===== config.mk =====
export PLATFORM = sky130hd
export DESIGN_NAME = smc_seq_ctrl
export DESIGN_NICKNAME = d
export VERILOG_FILES = /design/src/rtl/smc_seq_ctrl.sv
export SDC_FILE = /design/constraint.sdc
export NUM_CORES = 1
export LEC_CHECK = 0
export CORE_ASPECT_RATIO = 2
export CORE_MARGIN = 2
export CORE_UTILIZATION = 58
export CTS_CLUSTER_DIAMETER = 120
export DETAILED_ROUTE_END_ITERATION = 8
export GPL_ROUTABILITY_DRIVEN = 0
export HOLD_SLACK_MARGIN = 0.1
export PLACE_DENSITY = 0.76
export SYNTH_ARGS = -nofsm -noshare
export SYNTH_HDL_FRONTEND = slang
export SYNTH_SLANG_ARGS = --single-unit
export TNS_END_PERCENT = 20

===== constraint.sdc =====
create_clock -name clk -period 43 [get_ports clk]
set_input_delay 8.6 -clock clk [delete_from_list [all_inputs] [get_ports clk]]
set_output_delay 8.6 -clock clk [all_outputs]
set_load 0.02 [all_outputs]

===== src/rtl/smc_seq_ctrl.sv =====
// smc_seq_ctrl -- transistor frame sequencer.
//
// Collects NUM_DEV (6) transistor beats per frame. Each beat is turned into a
// drain current (Id) or transconductance (gm) figure with a square-law model.
// The figure is inserted into a descending sorted list. After the sixth beat,
// three entries are picked: the three largest or the three smallest. They are
// combined into a weighted frame result.
//
// Ports
//   clk        in   1   single clock, rising edge
//   rst        in   1   synchronous, active-high reset
//   in_valid   in   1   a beat is present on mode/W/V_GS/V_DS
//   in_ready   out  1   beat accepted this cycle (COLLECT state only)
//   mode       in   2   bit0: 1=Id 0=gm; bit1: 1=three largest 0=three smallest
//   W          in   3   channel width
//   V_GS       in   3   gate-source voltage
//   V_DS       in   3   drain-source voltage
//   out_valid  out  1   one-cycle pulse, out_n holds a new frame result
//   out_n      out 10   weighted frame result
//
// Handshake: a beat transfers on a rising edge where in_valid=1 and
// in_ready=1. The source holds the beat stable until that edge. in_ready does
// not depend on in_valid.
module smc_seq_ctrl #(
    parameter int VTH     = 1,
    parameter int NUM_DEV = 6
) (
    input  logic       clk,
    input  logic       rst,
    input  logic       in_valid,
    output logic       in_ready,
    input  logic [1:0] mode,
    input  logic [2:0] W,
    input  logic [2:0] V_GS,
    input  logic [2:0] V_DS,
    output logic       out_valid,
    output logic [9:0] out_n
);

    typedef enum logic [1:0] {
        ST_COLLECT = 2'd0,
        ST_CALC    = 2'd1,
        ST_OUT     = 2'd2
    } state_t;

    localparam logic [2:0] LAST_BEAT = 3'(NUM_DEV - 1);
    localparam logic [9:0] VTH_W     = 10'(VTH);

    state_t     state;
    state_t     state_nxt;
    logic [2:0] cnt;
    logic [1:0] mode_q;
    logic [6:0] list_q   [6];
    logic [6:0] list_nxt [6];
    logic       accept;
    logic       mode_id;
    logic [6:0] beat_res;
    logic [9:0] calc_n;

    assign in_ready = (state == ST_COLLECT);
    assign accept   = in_valid && in_ready;

    // The first beat of a frame is evaluated with the live mode bits, because
    // they are being latched on that same edge.
    assign mode_id = (cnt == 3'd0) ? mode[0] : mode_q[0];

    // Per-beat square-law figure. The 10-bit intermediates cover the worst
    // case over all 3-bit inputs even for VTH=0.
    always_comb begin
        logic [9:0] vov;
        logic [9:0] vds;
        logic [9:0] wv;
        logic [9:0] prod_id;
        logic [9:0] prod_gm;
        vds     = 10'(V_DS);
        wv      = 10'(W);
        vov     = (10'(V_GS) > VTH_W) ? (10'(V_GS) - VTH_W) : 10'd0;
        prod_id = 10'd0;
        prod_gm = 10'd0;
        if (vov > vds) begin
            prod_id = wv * vds * (10'd2 * vov - vds);
            prod_gm = 10'd2 * wv * vds;
        end else begin
            prod_id = wv * vov * vov;
            prod_gm = 10'd2 * wv * vov;
        end
        beat_res = mode_id ? 7'(prod_id / 10'd3) : 7'(prod_gm / 10'd3);
    end

    // Sorted insert, descending. An incoming value equal to existing entries
    // lands after them, so ties keep arrival order. The last entry drops off.
    always_comb begin
        for (int i = 0; i < 6; i++) begin
            list_nxt[i] = list_q[i];
        end
        if (list_q[0] < beat_res) begin
            list_nxt[0] = beat_res;
        end
        for (int i = 1; i < 6; i++) begin
            if (list_q[i] >= beat_res) begin
                list_nxt[i] = list_q[i];
            end else if (list_q[i-1] >= beat_res) begin
                list_nxt[i] = beat_res;
            end else begin
                list_nxt[i] = list_q[i-1];
            end
        end
    end

    // Weighted combination of the selected three entries (n0 >= n1 >= n2).
    always_comb begin
        logic [9:0] n0;
        logic [9:0] n1;
        logic [9:0] n2;
        if (mode_q[1]) begin
            n0 = 10'(list_q[0]);
            n1 = 10'(list_q[1]);
            n2 = 10'(list_q[2]);
        end else begin
            n0 = 10'(list_q[3]);
            n1 = 10'(list_q[4]);
            n2 = 10'(list_q[5]);
        end
        if (mode_q[0]) begin
            calc_n = 10'd3 * n0 + 10'd4 * n1 + 10'd5 * n2;
        end else begin
            calc_n = n0 + n1 + n2;
        end
    end

    // Next-state logic
    always_comb begin
        state_nxt = state;
        case (state)
            ST_COLLECT: if (accept && (cnt == LAST_BEAT)) state_nxt = ST_CALC;
            ST_CALC:    state_nxt = ST_OUT;
            ST_OUT:     state_nxt = ST_COLLECT;
            default:    state_nxt = ST_COLLECT;
        endcase
    end

    always_ff @(posedge clk) begin
        if (rst) begin
            state     <= ST_COLLECT;
            cnt       <= 3'd0;
            mode_q    <= 2'd0;
            out_n     <= 10'd0;
            out_valid <= 1'b0;
            for (int i = 0; i < 6; i++) begin
                list_q[i] <= 7'd0;
            end
        end else begin
            state <= state_nxt;
            // The pulse is raised on the edge that leaves OUT.
            out_valid <= (state == ST_OUT);
            if (accept) begin
                cnt <= (cnt == LAST_BEAT) ? 3'd0 : cnt + 3'd1;
                if (cnt == 3'd0) begin
                    mode_q <= mode;
                end
            end
            if (state == ST_CALC) begin
                out_n <= calc_n;
            end
            // Clear the list on the way back to COLLECT so no entries of
            // this frame leak into the next one.
            if (state == ST_OUT) begin
                for (int i = 0; i < 6; i++) begin
                    list_q[i] <= 7'd0;
                end
            end else if (accept) begin
                for (int i = 0; i < 6; i++) begin
                    list_q[i] <= list_nxt[i];
                end
            end
        end
    end

endmodule


# Word-level counts from Yosys, hierarchy flattened
# Memories as Yosys holds them, arrays and structs flattened.
# Cells that the tools add are included.
[op_classes] addsub=7 n_mul=8 div_mod_pow=2 order_cmp=9 n_eq_ne=4 n_mux=44 bitwise_logic=12 n_reduce_logical=5
[ops] op="2-to-1 mux 7 bit" n=27
[ops] op="greater-or-equal comparator 7 bit" n=6
[ops] op="adder 10 bit" n=4
[ops] op="2-to-1 mux 10 bit" n=4
[ops] op="divider 10 x 2 -> 10 bit (second input constant)" n=2
[ops] op="multiplier 3 x 3 -> 6 bit" n=2
[ops] op="OR 1 bit" n=12
[ops] op="> comparator 10 x 3 -> 1 bit" n=1
[ops] op="multiplier 10 x 10 -> 10 bit" n=1
[ops] op="multiplier 2 x 10 -> 10 bit (first input constant)" n=1
[ops] op="multiplier 3 x 10 -> 10 bit" n=1
[ops] op="multiplier 3 x 10 -> 10 bit (first input constant)" n=1
[ops] op="multiplier 3 x 10 -> 9 bit" n=1
[ops] op="multiplier 6 x 10 -> 10 bit" n=1
[ops] op="2-to-1 mux 1 bit" n=10
[ops] op="subtractor 10 x 3 -> 10 bit" n=1
[ops] op="< comparator 7 bit" n=1
[ops] op="case mux 2 bit (2 select lines)" n=1
[ops] op="subtractor 3 x 1 -> 4 bit (second input constant)" n=1
[ops] op="adder 3 x 1 -> 3 bit (second input constant)" n=1
[ops] op="equality test 3 bit (second input constant)" n=1
[ops] op="> comparator 3 x 1 -> 1 bit (second input constant)" n=1
[ops] op="zero test 3 bit" n=1
[ops] op="2-to-1 mux 3 bit" n=1
[ops] op="7 further kinds" n=8
[totals] regBits=18 ramBits=42 input_bits=14 elab_cells=97 mem_count=1
[mem_list] memory="list_q" depth=6 word_bits=7 read_ports=6 rd_ports_with_merged_regs=0 wr=6 line="53" text="logic [6:0] list_q [6];"

# Longest topological paths before layout
# Gate-level depths: netlist (run 1).
[depth] ltp_word=11 depth_mapped=56 depth_no_buf=53

# Least setup slack after synthesis (run 1)
# No wires, ideal clock.
[synth_path] path_type="input-to-reg" start="input port V_GS[0]" end="memory list_q[1][0] (enable)" arrival_ns=19.431 t_required_ns=42.627 path_slack_ns=23.195 path_stages=52 path_buffers=4 cell_sequence="inv_1 -> ha_1 -> nor2b_1 -> a21o_1 -> clkbuf_1 -> nand2_1 -> fa_1 -> inv_1 -> ha_1 -> fa_1 -> xor2_1 -> nand2_1 -> fa_1 -> fa_1 -> inv_1 -> ha_1 -> fa_1 -> inv_1 -> (+16 left out) -> ha_1 -> nand3b_1 -> mux2_2 -> and3b_2 -> o22ai_2 -> nand2_1 -> ha_1 -> nand2b_1 -> a21oi_1 -> nor2b_1 -> o21ai_0 -> nand2b_1 -> a21oi_1 -> nor2b_1 -> o21ai_0 -> nand2b_1 -> buf_2 -> a21oi_1"
[synth_lines] item="start, declared" line="34" text="input logic [2:0] V_GS,"
[synth_lines] item="end, declared" line="53"

==> metrics, run 1 <==
sequential area share after synthesis=17.31%; critical path data arrival time=21.47 ns; CORE AREA=15780 um2; async set or reset register ratio after synthesis=0%; top area cells in the synthesized netlist=sky130_fd_sc_hd__fa_1 (16%), sky130_fd_sc_hd__ha_1 (16%), sky130_fd_sc_hd__edfxtp_1 (13%), sky130_fd_sc_hd__inv_1 (6.6%), sky130_fd_sc_hd__dfxtp_1 (3.8%); mapped cell area=9369 um2; Req. time, crit path=42.97 ns; clock-pin transition on the worst setup and hold timing paths=0.05 ns; area occupied by registers=1622 um2; number of vias per cell=5.959; class of the tightest hold or removal check=reg2reg; Syn-to-layout area delta=7.959%; die width=93.87 um; CP Capture Type=flip-flop; largest fanout of any net on the critical path=15; initial antenna violation count=0; post-route fraction of the period consumed by the critical path=50.01%; number of register bits inferred by synthesis=60; aggregate routed wire length=24030 um; detailed router's first-iteration violation count=439; Clock Sink Count=60; setup repair bufs after CTS=0; Worst Max-Slew Pin Slew=1.083 ns; overflow left after global routing=0; cell type with the largest total area after synthesis=sky130_fd_sc_hd__fa_1; Synth Area per Inst=8.764 um2; Nets=1313; worst clock skew on the final layout=0.005381 ns; EDFF count, synth=42; count of vias placed by the detailed router=7789; max_slew headroom=27.77%; post-synthesis instance total=1069; count of filler cells inserted in the layout=1366; Routed wire per std cell=18.38 um; number of design rule violations left after detail routing=0; number of buffers and inverters on the critical path=6; number of failing hold endpoints at the final stage=0; final setup violating endpoints=0; fraction of layout cells with a size suffix above 1=6.239%; via count of the first global-routing pass=8253; IO buf count=25; most frequent cell after synthesis=sky130_fd_sc_hd__inv_1; multi-input logic area=7009 um2; Skew-Pair Late Insertion Delay=0.34 ns; Max Freq=46.51 MHz; cell types with the highest counts after synthesis=sky130_fd_sc_hd__inv_1 (164), sky130_fd_sc_hd__ha_1 (121), sky130_fd_sc_hd__nand2_1 (90), sky130_fd_sc_hd__nor2_1 (78), sky130_fd_sc_hd__fa_1 (77); post-DP HPWL=19630 um; Initial Utilization=59.38%; cell at the root of the clock tree=sky130_fd_sc_hd__clkbuf_16; class of the most critical setup path=in2reg; largest net degree at the start of global routing=30; TNS Setup=0 ns; dominant register cell in the synthesized netlist=sky130_fd_sc_hd__edfxtp_1; placed cell area=9816 um2; first-pass GRT wire length=38990 um; crit-path max cell delay=0.84 ns; floorplan die height=183.7 um; buffer depth of the longest clock path=2; top cell family by delay on the critical path=adder cells; num rows=65; count of cell types in the netlist=79; count of maximum capacitance violations=0; # resized after CTS=0; cell type of the slowest stage on the worst timing path=sky130_fd_sc_hd__a221oi_1; category of the worst setup path launch point=input pin; count of synthesis-stage warnings from yosys=0; Non-Filler Cell Area, Final=10110 um2; status=finished, final reports clean; count of final max-slew check failures=0; CTS H-tree depth=3; clock tree from TritonCTS=done; I/O pin total=26; antenna diode count=0; RSZ-0062 raised after global routing=false; share of Yosys cell area claimed by the top area cell type=16.45%; number of antenna-violating nets in the routed design=0; Hold-fix buffers, CTS=0; crit path time final=21.50 ns; Pre-Repair DR Iteration Count=5; Die Area=17250 um2; Total GRT Usage=29.39%; number of buffers inserted during clock tree synthesis=9
[per-layer routing]
metal / wire [um] / track usage (%) / up-vias
met5: 0 / 0 / -
met4: 2609 / 27.30 / 0
met3: 923 / 3.731 / 138
met2: 13350 / 56.83 / 252
met1: 7142 / 24.00 / 3740
li1: - / - / 3659
[placed cells by master, fill, tap and decap left out, types with 29 or more instances in the layout]
| master | netlist | final |
|---|---|---|
| sky130_fd_sc_hd__inv_1 | 164 | 164 |
| sky130_fd_sc_hd__ha_1 | 121 | 121 |
| sky130_fd_sc_hd__nand2_1 | 90 | 90 |
| sky130_fd_sc_hd__nor2_1 | 78 | 78 |
| sky130_fd_sc_hd__fa_1 | 77 | 77 |
| sky130_fd_sc_hd__a21oi_1 | 60 | 60 |
| sky130_fd_sc_hd__o21ai_0 | 50 | 50 |
| sky130_fd_sc_hd__edfxtp_1 | 42 | 42 |
| sky130_fd_sc_hd__and2_1 | 29 | 29 |
| sky130_fd_sc_hd__a211oi_1 | 29 | 29 |
[cells by family after synthesis]
logic type | synth area share (%)
flip-flops | 17.31
other | 0.08016
buffers and inverters | 8.841
adder cells (fa/ha/maj) | 32.61
AND/OR/NAND/NOR | 15.95
XOR/XNOR | 5.155
multiplexers | 4.888
AO/OA/AOI/OAI | 15.17
[state kept, by name, indices dropped and copies added (netlist names)]
| signal | cells |
|---|---|
| state | 2 |
| out_valid | 1 |
| cnt | 3 |
| list_q | 42 |
| mode_q | 2 |
| out_n | 10 |
[per-stage QoR]
step	hold WS, ns	util [%]	worst slack (ns)	std cells
2_1_floorplan	0.5003	-	23.20	1093
3_3_place_gp	0.4399	62.21	21.69	1291
3_5_place_dp	0.4437	62.21	21.28	1291
4_1_cts	0.4513	64.11	21.56	1307
5_1_grt	0.4705	64.11	20.56	1307
6_report	0.4492	64.11	21.50	1307
[final cells by class]
class / count / area share [%]
multi-input cells: 832 / 69.30
repair buffers: 34 / 3.142
well taps: 201 / 2.486
flip-flops and latches: 60 / 16.03
inverters: 164 / 6.086
clock buffers: 13 / 2.783
clock inverters: 3 / 0.1732
[final timing paths]
path,from,end,slack [ns],cells after the start
worst max-delay path,V_GS[0],list_q[2][2],21.50,48
worst min-delay path,out_n[9],out_n[9],0.45,2
worst max register to register,cnt[0],list_q[2][2],34.62,28
worst min register to register,out_n[9],out_n[9],0.45,2
[worst reg2reg max path, delay by kind of cell (launching register included)]
| family | cells | cell delay [ns] |
|---|---|---|
| and+or+nand+nor | 14 | 2.81 |
| muxes | 1 | 0.74 |
| AOI/OAI and AO/OA | 11 | 3.49 |
| DFF | 1 | 0.35 |
| adders and majority gates | 2 | 0.63 |
Power of run 1 is not shown: default switching activity piles up to over one toggle a cycle in this logic, so the estimate is an artifact.
==> run 2: changes to the inputs <==
- PLACE_DENSITY: 0.76 -> 0.79
- clock period: 43 -> 19.1 ns (I/O delays scaled with it)
==> run 2 against run 1 <==
Compared with the run above: first-iteration DRC count shrank 0.23%; critical path depth is the same; worst hold slack gained 0.0033 ns; clock skew grew 0.0014 ns; largest cell class unchanged; sequential cell count is the same; critical path type unchanged.
==> metrics, run 2 (synthesis gave the netlist of run 1 again) <==
IO buf count=25; largest fanout of any net on the critical path=15; setup repair bufs after CTS=0; placed cell area=9823 um2; RSZ-0062 raised after global routing=false; aggregate routed wire length=24040 um; number of flip-flops under the largest register name=42; Clock Sink Count=60; Routed wire per std cell=18.38 um; Total GRT Usage=29.35%; Nets=1314; most frequent standard cell in the layout excluding fill and tap cells=sky130_fd_sc_hd__inv_1; Initial Utilization=59.38%; number of buffers inserted during clock tree synthesis=9; buffer depth of the longest clock path=2; largest net degree at the start of global routing=30; class of the most critical setup path=in2reg; first-pass GRT wire length=38550 um; clock tree from TritonCTS=done; Req. time, crit path=19.07 ns; status=finished, final reports clean; fraction of layout cells with a size suffix above 1=6.414%; Critical R2R Launch=cnt[1]; Largest Register=list_q; detailed router's first-iteration violation count=438; biggest registers after layout=list_q x42, out_n x10, cnt x3; worst clock skew on the final layout=0.006783 ns; cell type of the slowest stage on the worst timing path=sky130_fd_sc_hd__a221oi_1; I/O pin total=26; category of the worst setup path launch point=input pin; post-DP HPWL=19830 um; count of filler cells inserted in the layout=1333; Max Freq=60.46 MHz; via count of the first global-routing pass=7953; post-route fraction of the period consumed by the critical path=86.59%; TNS Setup=0 ns; crit path time final=16.54 ns; number of failing hold endpoints at the final stage=0; count of vias placed by the detailed router=7769; Hold-fix buffers, CTS=0; count of final max-slew check failures=0; Post-Layout Cell Count=1308; number of design rule violations left after detail routing=0; num rows=65; HP Start=out_n[9]; antenna diode count=0; Non-Filler Cell Area, Final=10130 um2; CORE AREA=15780 um2; launch point of the worst path=V_GS[0]; max_slew headroom=22.09%; number of vias per cell=5.940; # resized after CTS=0; Inst Count DP=1292; class of the tightest hold or removal check=reg2reg; die width=93.87 um; final setup violating endpoints=0; critical path data arrival time=16.51 ns; count of maximum capacitance violations=0; Syn-to-layout area delta=8.160%; floorplan die height=183.7 um; Worst Max-Slew Pin Slew=1.169 ns; CP Capture Type=flip-flop; Skew-Pair Late Insertion Delay=0.34 ns; CTS H-tree depth=3; commonest cells after routing, fill and taps aside=sky130_fd_sc_hd__inv_1 (164), sky130_fd_sc_hd__ha_1 (121), sky130_fd_sc_hd__nand2_1 (90); Pre-Repair DR Iteration Count=5; overflow left after global routing=0; clock-pin transition on the worst setup and hold timing paths=0.05 ns; hold slack final=0.4525 ns; crit-path max cell delay=0.86 ns; number of antenna-violating nets in the routed design=0; initial antenna violation count=0; Die Area=17250 um2; cell at the root of the clock tree=sky130_fd_sc_hd__clkbuf_16
## run 2: worst paths after layout
check	endpoint	slack [ns]	depth (start not counted)
worst max register to register	list_q[2][3]	10.55	27
worst min register to register	out_n[9]	0.45	2
worst min-delay path	out_n[9]	0.45	2
worst max-delay path	list_q[2][3]	2.56	48
## run 2: area by class of cell
cell class,count,area (um2),area share [%]
inverters,164,615.6,6.075
clock inverters,4,27.53,0.2716
well taps,201,251.5,2.482
flip-flops and latches,60,1622,16.00
repair buffers,35,325.3,3.210
multi-input cells,832,7009,69.17
clock buffers,12,282.8,2.790
## run 2: stage by stage
| step | util, % | worst slack (ns) |
|---|---|---|
| floorplan | - | 4.075 |
| global placement | 62.26 | 2.612 |
| detailed placement | 62.26 | 2.310 |
| CTS | 64.23 | 2.621 |
| global route | 64.23 | 1.374 |
| finish | 64.23 | 2.561 |
## run 2: metal layers
layer  part of all wire, %  global-route usage (%)
met5                     0                       0
met3                   3.4                   4.018
met2                    57                   57.77
met4                   9.4                   23.19
met1                    30                   24.69
## run 2: critical path, delay by kind of cell
family / cells / cell delay, ns
adders and majority gates: 12 / 4.80
xor gates and xnor gates: 2 / 0.49
buffers and inverters: 6 / 0.76
muxes: 1 / 0.17
and+or+nand+nor: 16 / 3.21
AOI/OAI and AO/OA: 11 / 3.24
Power of run 2 is left out for the same reason.
